--- src/rtl/truth_table_probe.sv ---
// truth_table_probe
//   Characterises one 3-input combinational gate. The block applies the eight
//   input rows 000..111 in order to in1/in2/in3 (in1 is the MSB of the row
//   index). Each row is held for SETTLE_CYCLES clocks, and then dut_out is
//   sampled into bit [row] of a shadow code. At the end of the sweep the
//   assembled 8-bit truth-table code is published and compared against the
//   expected code that was captured when start was accepted.
//
// Handshake: start is a level request. It is accepted only on a clock edge
//   where the block is IDLE; a request made while a sweep is in progress
//   (busy=1 or FINISH) is dropped, not queued. done pulses for one cycle
//   when tt_code/match/valid are updated.
//
// Ports
//   clk       in   rising-edge clock
//   rst       in   synchronous active-high reset, wins over start
//   start     in   request a sweep
//   expected  in   [7:0] expected truth-table code, captured on acceptance
//   dut_out   in   output of the gate under test (sampled raw)
//   in1..in3  out  gate inputs, {in1,in2,in3} = current row index
//   busy      out  sweep in progress (SETTLE or FINISH)
//   done      out  one-cycle pulse when the result registers update
//   valid     out  tt_code holds a complete sweep result
//   tt_code   out  [7:0] bit r = dut_out sampled with row r applied
//   match     out  tt_code == captured expected (meaningful when valid)
//   state_dbg out  [1:0] current FSM state (0 IDLE, 1 SETTLE, 2 FINISH)

module truth_table_probe #(
    parameter int SETTLE_CYCLES = 4
) (
    input  logic       clk,
    input  logic       rst,
    input  logic       start,
    input  logic [7:0] expected,
    input  logic       dut_out,
    output logic       in1,
    output logic       in2,
    output logic       in3,
    output logic       busy,
    output logic       done,
    output logic       valid,
    output logic [7:0] tt_code,
    output logic       match,
    output logic [1:0] state_dbg
);

    typedef enum logic [1:0] {
        IDLE   = 2'd0,
        SETTLE = 2'd1,
        FINISH = 2'd2
    } state_t;

    // Counter value at which the current row is sampled.
    localparam logic [7:0] LAST_CNT = 8'(SETTLE_CYCLES - 1);

    state_t      state_q,   state_d;
    logic [2:0]  row_q,     row_d;
    logic [7:0]  cnt_q,     cnt_d;
    logic [7:0]  shadow_q,  shadow_d;
    logic [7:0]  exp_q,     exp_d;
    logic [7:0]  tt_code_q, tt_code_d;
    logic        match_q,   match_d;
    logic        valid_q,   valid_d;
    logic        done_q,    done_d;

    always_comb begin
        state_d   = state_q;
        row_d     = row_q;
        cnt_d     = cnt_q;
        shadow_d  = shadow_q;
        exp_d     = exp_q;
        tt_code_d = tt_code_q;
        match_d   = match_q;
        valid_d   = valid_q;
        done_d    = 1'b0;

        case (state_q)
            IDLE: begin
                if (start) begin
                    state_d  = SETTLE;
                    row_d    = 3'd0;
                    cnt_d    = 8'd0;
                    shadow_d = 8'd0;
                    exp_d    = expected;
                end
            end
            SETTLE: begin
                if (cnt_q == LAST_CNT) begin
                    // Sample and advance on the same edge, so the next row is
                    // applied immediately after the sample.
                    cnt_d           = 8'd0;
                    shadow_d[row_q] = dut_out;
                    if (row_q == 3'd7) begin
                        state_d = FINISH;
                    end else begin
                        row_d = row_q + 3'd1;
                    end
                end else begin
                    cnt_d = cnt_q + 8'd1;
                end
            end
            FINISH: begin
                tt_code_d = shadow_q;
                match_d   = (shadow_q == exp_q);
                valid_d   = 1'b1;
                done_d    = 1'b1;
                row_d     = 3'd0;
                state_d   = IDLE;
            end
            default: begin
                state_d = IDLE;
                row_d   = 3'd0;
                cnt_d   = 8'd0;
            end
        endcase
    end

    always_ff @(posedge clk) begin
        if (rst) begin
            state_q   <= IDLE;
            row_q     <= 3'd0;
            cnt_q     <= 8'd0;
            shadow_q  <= 8'd0;
            exp_q     <= 8'd0;
            tt_code_q <= 8'd0;
            match_q   <= 1'b0;
            valid_q   <= 1'b0;
            done_q    <= 1'b0;
        end else begin
            state_q   <= state_d;
            row_q     <= row_d;
            cnt_q     <= cnt_d;
            shadow_q  <= shadow_d;
            exp_q     <= exp_d;
            tt_code_q <= tt_code_d;
            match_q   <= match_d;
            valid_q   <= valid_d;
            done_q    <= done_d;
        end
    end

    // row_q is 0 in IDLE and still 7 during FINISH, so the gate inputs
    // change only on clock edges and only once per row.
    assign in1       = row_q[2];
    assign in2       = row_q[1];
    assign in3       = row_q[0];
    assign busy      = (state_q != IDLE);
    assign done      = done_q;
    assign valid     = valid_q;
    assign tt_code   = tt_code_q;
    assign match     = match_q;
    assign state_dbg = state_q;

endmodule

--- config.mk ---
export PLATFORM = sky130hd
export DESIGN_NAME = truth_table_probe
export DESIGN_NICKNAME = d
export VERILOG_FILES = /design/src/rtl/truth_table_probe.sv
export SDC_FILE = /design/constraint.sdc
export NUM_CORES = 1
export LEC_CHECK = 0
export ABC_AREA = 1
export CORE_MARGIN = 3
export CORE_UTILIZATION = 30
export CTS_CLUSTER_SIZE = 20
export DETAILED_ROUTE_END_ITERATION = 10
export PLACE_DENSITY_LB_ADDON = 0.05
export SYNTH_ARGS = -nofsm -noshare
export SYNTH_HDL_FRONTEND = slang
export SYNTH_SLANG_ARGS = --single-unit
--- constraint.sdc ---
create_clock -name clk -period 2.5 [get_ports clk]
set_input_delay 0.375 -clock clk [delete_from_list [all_inputs] [get_ports clk]]
set_output_delay 0.375 -clock clk [all_outputs]
set_load 0.01 [all_outputs]
==> flow_summary.ini, run 1 <==
[run_status]
status = completed

[clock_tree]
clock_sinks = 40
latest_clock_arrival_within_the_worst_skew_pair_ns = 0.29
post_cts.repair.setup_buffers = 0
cts_buffers = 5
htree_levels = 2
cts_root_buffer = sky130_fd_sc_hd__clkbuf_8
tritoncts = built
clkSlewWorstSetupHoldPaths_ns = 0.08
cts_hold_buf = 0
buffer_depth_of_the_longest_clock_path = 2
post_cts.resized_instances = 0

[yosys]
yosys.cell_count.top_type = sky130_fd_sc_hd__nand2_1
netlist_area_sq_mm = 0.00197
distinct_cells_synth = 30
synth-async-reset-ratio = 0
synth_enable_flop_cells = 0
avgSynthCellArea_sq_um = 7.19
seq_area_frac_synth = 0.406
post_synth_main_area_contributors = sky130_fd_sc_hd__dfxtp_1 41%, sky130_fd_sc_hd__nand2_1 13%, sky130_fd_sc_hd__nor2_1 6.9%
leading_post_synthesis_cells_by_instance_count = 66 x sky130_fd_sc_hd__nand2_1, 40 x sky130_fd_sc_hd__dfxtp_1, 36 x sky130_fd_sc_hd__nor2_1, 28 x sky130_fd_sc_hd__inv_1, 19 x sky130_fd_sc_hd__a21oi_1
synth_warn = 0
synthFlopType = sky130_fd_sc_hd__dfxtp_1
netlist.top_cell.by_area = sky130_fd_sc_hd__dfxtp_1
ffs_latches_synth = 40
synth_top_cell_area_share = 0.406
postSynthNetCount = 289
postSynthCellCount = 274

[timing]
fin_worst_skew_ns = 0.0119
post-route-min-period_ns = 1.89
rsz0062_at_grt = no
period_share = 0.758
setup-violations-final = 0
worstMarginPinSlew_ns = 0.561
slew-limit-headroom = 0.626
finalHoldViolCount = 0
finalSetupTns_ns = 0
max_clock_freq_mhz = 528
finalMaxSlewViolations = 0

[power_and_ir_drop]
power_leakage_nw = 0.948
power_dens_cells_mw_per_mm2 = 535
post-layout-total-power_mw = 1.28
maximum_vdd_drop_uv = 190

[die]
initial_core_util = 0.321
die_x_um = 87.1
floorplan.rows = 28
die_area_sq_mm = 0.00758
chipHeight_um = 87.1
top_ports = 29
core_region_area_sq_mm = 0.00613

[worst_setup_path]
worst-setup-path-type = flip-flop to output pin
worstRegToRegCells = 7
critical_path_peak_fanout = 6
critical_path.reg2reg.startpoint = row_q[1]
type_of_destination_of_the_critical_path = output pin
worst-path-buf-inv = 2
critPathMaxStageDelay_ns = 0.52
critical_path.slowest_cell = sky130_fd_sc_hd__clkdlybuf4s50_1
cp.arrival_ns = 1.52
worst-r2r-setup-slack_ns = 0.91
launching_element_type_of_the_critical_path = flip-flop
critical_path_depth = 3
crit_chain = nor2_2, inv_1, clkdlybuf4s50_1
crit_family = buffers and inverters
r2r-end = row_q[0]
critical_path_required_ns = 2.12

[cells_and_area]
finish.instance_area_sq_mm = 0.00240
final_nets = 318
layout-drive-gt1-share = 0.115
final_cells = 379
area_delta_synth_final_pct = 21.7
final_core_util = 0.391
fillerInstances = 669
antenna-diode-count = 0

[detailed_routing]
routed-via-count = 1748
detailedRoute.firstPassIterationCount = 4
number_of_routed_nets_with_antenna_violations = 0
route.detailed.drc = 0
drt_first_iter_violations = 46
post_drt_wl_per_cell_um = 11.9
route.detailed.vias_per_inst = 4.61
drt-total-wl_um = 4500

[min_path]
hold_path_end = match
whs_path_depth = 2
hold_path.class = flip-flop to flip-flop
holdCritStartpoint = match

[global_route]
track_usage = 0.132
grt_pass1_vias = 1766
grt_pass1_wl_um = 7890
grt_remaining_overflow = 0
largest_net_degree_at_the_start_of_global_routing = 21
initial_antenna_violation_count = 0

[placement]
placedCellCount = 371
dp_hpwl_um = 3180
dpl-instance-area_sq_mm = 0.00231
place.gp.congestion = 0.760
placement.io_buffers = 28

[job]
max_cap_viol_count = 0
==> layout make-up <==
class | count | area [sq um] | area share
timing repair buffer | 29 | 288 | 0.120
multi-input combinational | 194 | 988 | 0.412
clock buffer | 8 | 90.1 | 0.0376
tap | 75 | 93.8 | 0.0391
sequential | 40 | 801 | 0.334
inverter | 33 | 138 | 0.0574
==> placed cells by master, fill, tap and decap left out, types with 3 or more instances in the layout <==
cell	n
sky130_fd_sc_hd__dfxtp_1	40
sky130_fd_sc_hd__a21oi_2	8
sky130_fd_sc_hd__nand4_1	3
sky130_fd_sc_hd__o21ai_0	17
sky130_fd_sc_hd__nand3_1	15
sky130_fd_sc_hd__clkdlybuf4s50_1	28
sky130_fd_sc_hd__nor3_1	3
sky130_fd_sc_hd__ha_1	3
sky130_fd_sc_hd__inv_2	4
sky130_fd_sc_hd__inv_1	28
sky130_fd_sc_hd__a21oi_1	19
sky130_fd_sc_hd__nor2_1	36
sky130_fd_sc_hd__clkbuf_8	6
sky130_fd_sc_hd__xnor2_1	3
sky130_fd_sc_hd__nand2_1	66
sky130_fd_sc_hd__nand3_2	7
==> metal layers <==
metal,share of wire,wire length [um],global-route usage,vias to the layer above
met3,0.048,215,0.0293,7
met1,0.54,2420,0.178,771
li1,-,-,-,937
met5,0,0,0,-
met2,0.40,1810,0.204,33
met4,0.012,56,0.0510,0
==> logic make-up (layout without fill, tap and decap cells) <==
| kind of cell | after synthesis | count (layout) | share of synthesized area |
|---|---|---|---|
| buf+inv | 40 | 70 | 0.0921 |
| xor+xnor | 5 | 5 | 0.0222 |
| simple gates | 136 | 136 | 0.312 |
| fa+ha+maj | 3 | 3 | 0.0190 |
| flops | 40 | 40 | 0.406 |
| compound gates | 50 | 50 | 0.149 |
==> power by group <==
group	internal (mW)	total [mW]	switching [mW]
registers	0.655	0.670	0.0147
clock network	0.225	0.446	0.221
logic	0.0669	0.167	0.100
total	0.947	1.28	0.336
==> per-stage QoR <==
stage,setup WS (ns),hold slack [ns]
after floorplan,1.07,0.437
after global placement,0.818,0.455
after detailed placement,0.809,0.458
after CTS,0.589,0.469
after global routing,0.537,0.491
final,0.606,0.471
==> tightest hold or removal path, delay by kind of cell, from the launching register on <==
kind | cells | cell delay, ns
AO/OA/AOI/OAI | 1 | 0.05
flip-flops | 1 | 0.31
AND/OR/NAND/NOR | 1 | 0.06
==> worst max path at each step <==
stage / startpoint / to / slack [ns]
final: state_dbg[1] / busy / 0.61
after global routing: state_dbg[1] / busy / 0.54
after CTS: state_dbg[1] / busy / 0.59
after detailed placement: start / cnt_q[4] / 0.81
after global placement: start / cnt_q[4] / 0.82
after floorplan: row_q[1] / row_q[0] / 1.07
==> registers in the layout, summed over array words and instances, names as in the netlist, 2 cells and up <==
| register | cells |
|---|---|
| row_q | 3 |
| tt_code | 8 |
| exp_q | 8 |
| shadow_q | 8 |
| state_dbg | 2 |
| cnt_q | 8 |
Power figures use the tool's default switching activity.
==> run 2, diff against run 1 <==
==> constraint.sdc (replaced) <==
create_clock -name clk -period 1.64 [get_ports clk]
set_input_delay 0.246 -clock clk [delete_from_list [all_inputs] [get_ports clk]]
set_output_delay 0.246 -clock clk [all_outputs]
set_load 0.01 [all_outputs]
==> run 2 against run 1 <==
  * Final cell count up 1.8%
  * Count of clock-buffer cells in the layout down 2
  * Sequential share of layout area down 0.64 points
  * Hold slack better by 0.0015 ns
  * Power up 49%
  * Wire length up 1.4%
  * Die area unchanged
  * Combinational power up 66%
  * Non-clock buffer count up 8
  * Critical path type unchanged
  * Largest cell class unchanged
==> flow_summary.ini, run 2 (same netlist as run 1, synthesis figures left out) <==
[clock_tree]
buffer_depth_of_the_longest_clock_path = 2
cts_root_buffer = sky130_fd_sc_hd__clkbuf_8
htree_levels = 2
cts_hold_buf = 0
cts_buffers = 5
post_cts.repair.setup_buffers = 0
latest_clock_arrival_within_the_worst_skew_pair_ns = 0.29
clkSlewWorstSetupHoldPaths_ns = 0.08
tritoncts = built
clock_sinks = 40

[worst_setup_path]
critical_path.slowest_cell = sky130_fd_sc_hd__clkdlybuf4s50_1
critical_path_required_ns = 1.39
worst-path-buf-inv = 2
worst_setup_path_startpoint = row_q[1]
cp.arrival_ns = 1.32
launching_element_type_of_the_critical_path = flip-flop
critPathMaxStageDelay_ns = 0.54
crit_chain = buf_4, clkdlybuf4s50_1
crit_family = buffers and inverters
critical_path.reg2reg.startpoint = cnt_q[0]
critical_path_peak_fanout = 7
type_of_destination_of_the_critical_path = output pin
worst-setup-path-type = flip-flop to output pin

[global_route]
grt_pass1_wl_um = 8180
track_usage = 0.136
grt_pass1_vias = 1780
grt_remaining_overflow = 0
largest_net_degree_at_the_start_of_global_routing = 19
initial_antenna_violation_count = 0

[die]
top_ports = 29
floorplan.rows = 28
initial_core_util = 0.321
chipHeight_um = 87.1
die_area_sq_mm = 0.00758
die_x_um = 87.1
core_region_area_sq_mm = 0.00613

[job]
max_cap_viol_count = 0

[timing]
worstMarginPinSlew_ns = 0.264
period_share = 0.953
slew-limit-headroom = 0.823
finalHoldViolCount = 0
setup-violations-final = 0
post-route-min-period_ns = 1.56
rsz0062_at_grt = no
fin_worst_skew_ns = 0.00555
finalSetupTns_ns = 0
finalMaxSlewViolations = 0
max_clock_freq_mhz = 640

[power_and_ir_drop]
power_dens_cells_mw_per_mm2 = 777
p_sw_uw = 512
power_frac_seq = 0.530
maximum_vdd_drop_uv = 286
post-layout-total-power_mw = 1.92
clock_power_share = 0.325
comb_power_share = 0.145
power_switching_share = 0.267
cell_internal_pwr_mw = 1.40
power_leakage_nw = 1.00

[detailed_routing]
route.detailed.drc = 0
post_drt_wl_per_cell_um = 11.8
route.detailed.vias_per_inst = 4.60
drt-total-wl_um = 4560
detailedRoute.firstPassIterationCount = 4
routed-via-count = 1776
number_of_routed_nets_with_antenna_violations = 0
drt_first_iter_violations = 53

[min_path]
hold_path.class = flip-flop to flip-flop
holdCritStartpoint = exp_q[4]

[cells_and_area]
area_delta_synth_final_pct = 25.1
most_frequent_cells_in_the_layout = 66 x sky130_fd_sc_hd__nand2_1, 37 x sky130_fd_sc_hd__dfxtp_1, 36 x sky130_fd_sc_hd__nor2_1, 28 x sky130_fd_sc_hd__inv_1, 27 x sky130_fd_sc_hd__clkdlybuf4s50_1
most_common_library_cell_in_the_layout_ignoring_fill_and_taps = sky130_fd_sc_hd__nand2_1
final_core_util = 0.402
layout-drive-gt1-share = 0.151
fillerInstances = 675
final_nets = 326
antenna-diode-count = 0

[run_status]
status = completed

[placement]
placement.io_buffers = 28
dp_hpwl_um = 3300
place.gp.congestion = 0.776
run 2: worst reg2reg max path: stages, from the launching register on:
cell and delay (ns):
sky130_fd_sc_hd__dfxtp_1 0.37, sky130_fd_sc_hd__ha_1 0.21, sky130_fd_sc_hd__nand2_1 0.06, sky130_fd_sc_hd__nor2_1 0.16
sky130_fd_sc_hd__nand2_1 0.09, sky130_fd_sc_hd__nand2_1 0.15, sky130_fd_sc_hd__nand2_1 0.11, sky130_fd_sc_hd__o21ai_2 0.16
sky130_fd_sc_hd__nor2_1 0.05
run 2: timing repair:
action / 4_1_cts / 5_1_grt
pin swaps: 0 / 0
resized for setup: 3 / 4
setup endpoints to repair: 2 / 4
hold endpoints to repair: 0 / 0
run 2: through the flow:
stage               hold WS [ns]  instances  setup slack (ns)  cell area [sq um]
global route               0.496        386           0.00292               2460
detailed placement         0.463        379            0.0504               2370
finish                     0.473        386            0.0776               2460
global placement           0.459        379             0.113               2370
floorplan                  0.411        274             0.214               1970
CTS                        0.475        386            0.0174               2450
run 2: power by group through the flow:
stage          logic (mW)  clock network (mW)  registers (mW)
3_5_place_dp        0.279                   0            1.04
4_1_cts             0.282               0.653            1.01
5_1_grt             0.319               0.685            1.02
2_1_floorplan       0.180                   0            1.04
3_3_place_gp        0.281                   0            1.04
6_report            0.278               0.623            1.02
run 2: final cells by class:
cell class	count	area, sq um	share of cell area
multi-input combinational	194	998	0.405
sequential	40	807	0.327
timing repair buffer	37	350	0.142
inverter	33	138	0.0558
tap	75	93.8	0.0381
clock buffer	6	72.6	0.0294
clock inverter	1	5.00	0.00203
run 2: metal layers:
metal	wire [um]	track usage	vias to the layer above
met5	0	0	-
met2	1900	0.213	36
met1	2390	0.183	781
met3	207	0.0350	7
met4	66	0.0453	0
li1	-	-	952
run 2: path summary, 6_finish.rpt:
path / depth (start not counted) / slack, ns / end
setup / recovery: 2 / 0.08 / in2
hold reg to reg: 2 / 0.47 / exp_q[4]
setup reg to reg: 8 / 0.19 / cnt_q[3]
hold / removal: 2 / 0.47 / exp_q[4]
==> run 3, diff against run 2 <==
--- a/config.mk
+++ b/config.mk
@@ -8,6 +8,7 @@
 export ABC_AREA = 1
 export CORE_MARGIN = 3
 export CORE_UTILIZATION = 30
+export CTS_BUF_LIST = sky130_fd_sc_hd__clkbuf_8 sky130_fd_sc_hd__clkbuf_16
 export CTS_CLUSTER_SIZE = 20
 export DETAILED_ROUTE_END_ITERATION = 10
 export PLACE_DENSITY_LB_ADDON = 0.05
==> run 3 against run 2 <==
  * Count of clock-buffer cells in the layout down 1
  * Sequential power is essentially flat
  * Clock power fell by 1%
  * Wire length about the same
  * Critical endpoint unchanged
  * Sequential share of layout area did not move
  * Critical path depth did not move
  * Die area stayed put
==> flow_summary.ini, run 3 (same netlist as run 1, synthesis figures left out) <==
[power_and_ir_drop]
cell_internal_pwr_mw = 1.40
maximum_vdd_drop_uv = 286
clock_power_share = 0.323
power_switching_share = 0.268
power_frac_seq = 0.532
power_leakage_nw = 1.00
p_sw_uw = 513
power_dens_cells_mw_per_mm2 = 775
comb_power_share = 0.145

[placement]
dp_hpwl_um = 3300
placement.io_buffers = 28
place.gp.congestion = 0.776
placedCellCount = 379

[timing]
fin_worst_skew_ns = 0.00555
post-route-min-period_ns = 1.56
period_share = 0.953
finalHoldViolCount = 0
finalMaxSlewViolations = 0
worstMarginPinSlew_ns = 0.264
slew-limit-headroom = 0.823
rsz0062_at_grt = no
finalSetupTns_ns = 0
setup-violations-final = 0
max_clock_freq_mhz = 640

[min_path]
hold_path.class = flip-flop to flip-flop
holdCritStartpoint = exp_q[4]

[clock_tree]
cts_hold_buf = 0
latest_clock_arrival_within_the_worst_skew_pair_ns = 0.29
buffer_depth_of_the_longest_clock_path = 2
cts_root_buffer = sky130_fd_sc_hd__clkbuf_8
tritoncts = built
clkSlewWorstSetupHoldPaths_ns = 0.08
cts_buffers = 5
htree_levels = 2
clock_sinks = 40

[cells_and_area]
area_delta_synth_final_pct = 25.1
layout-drive-gt1-share = 0.151
most_frequent_cells_in_the_layout = 66 x sky130_fd_sc_hd__nand2_1, 37 x sky130_fd_sc_hd__dfxtp_1, 36 x sky130_fd_sc_hd__nor2_1, 29 x sky130_fd_sc_hd__inv_1, 27 x sky130_fd_sc_hd__clkdlybuf4s50_1
antenna-diode-count = 0
final_cells = 386
most_common_library_cell_in_the_layout_ignoring_fill_and_taps = sky130_fd_sc_hd__nand2_1
final_nets = 326

[worst_setup_path]
launching_element_type_of_the_critical_path = flip-flop
type_of_destination_of_the_critical_path = output pin
critical_path_peak_fanout = 7
worst-setup-path-type = flip-flop to output pin
cp.arrival_ns = 1.32
worst_setup_path_startpoint = row_q[1]
critical_path.reg2reg.startpoint = cnt_q[0]
critical_path_required_ns = 1.39

[run_status]
status = completed

[detailed_routing]
drt_first_iter_violations = 53
post_drt_wl_per_cell_um = 11.8
number_of_routed_nets_with_antenna_violations = 0
route.detailed.drc = 0
route.detailed.vias_per_inst = 4.60
drt-total-wl_um = 4560
detailedRoute.firstPassIterationCount = 4
routed-via-count = 1776

[die]
die_area_sq_mm = 0.00758
floorplan.rows = 28
chipHeight_um = 87.1
initial_core_util = 0.321
top_ports = 29
core_region_area_sq_mm = 0.00613
die_x_um = 87.1

[global_route]
grt_pass1_vias = 1780
grt_remaining_overflow = 0
grt_pass1_wl_um = 8180
track_usage = 0.136
initial_antenna_violation_count = 0
largest_net_degree_at_the_start_of_global_routing = 19

[job]
max_cap_viol_count = 0
==> run 3: critical path, cell delays in order, from the launching register on <==
cell	delay, ns
sky130_fd_sc_hd__dfxtp_1	0.34
sky130_fd_sc_hd__buf_4	0.15
sky130_fd_sc_hd__clkdlybuf4s50_1	0.54
==> run 3: layout make-up <==
cell class	instances	area [sq um]
clock inverters	2	8.76
fillers	675	3670
multi-input cells	194	998
clock buffers	5	68.8
inverters	33	138
well taps	75	93.8
flip-flops and latches	40	807
repair buffers	37	350
==> run 3: timing repair <==
item,in CTS,in global routing
endpoints found under the hold margin,0,0
gates resized for setup,3,4
setup buffers,0,0
endpoints found under the setup margin,2,4
==> run 3: worst paths after layout <==
check | depth (start not counted) | endpoint | slack, ns
setup / recovery | 2 | in2 | 0.08
hold / removal | 2 | exp_q[4] | 0.47
setup reg to reg | 8 | cnt_q[3] | 0.19
hold reg to reg | 2 | exp_q[4] | 0.47
==> run 3: power groups by stage <==
stage,Sequential [mW],Clock (mW),Combinational (mW)
final,1.02,0.617,0.278
after global routing,1.02,0.679,0.319
after CTS,1.01,0.646,0.282
after detailed placement,1.04,0,0.279
after global placement,1.04,0,0.281
after floorplan,1.04,0,0.180
==> run 3: metal layers <==
| layer | global-route usage | vias up | wire (um) |
|---|---|---|---|
| li1 | - | 952 | - |
| met1 | 0.183 | 781 | 2390 |
| met4 | 0.0453 | 0 | 66 |
| met2 | 0.213 | 36 | 1900 |
| met5 | 0 | - | 0 |
| met3 | 0.0350 | 7 | 207 |
==> run 3: stage by stage <==
step | utilization | total power, mW | setup WS, ns | hold slack (ns) | cell area (sq um)
floorplan | - | 1.22 | 0.214 | 0.411 | 1970
detailed placement | 0.386 | 1.32 | 0.0504 | 0.463 | 2370
global placement | 0.386 | 1.32 | 0.113 | 0.459 | 2370
CTS | 0.400 | 1.94 | 0.0174 | 0.475 | 2450
global route | 0.402 | 2.02 | 0.00306 | 0.496 | 2460
finish | 0.402 | 1.91 | 0.0773 | 0.473 | 2460
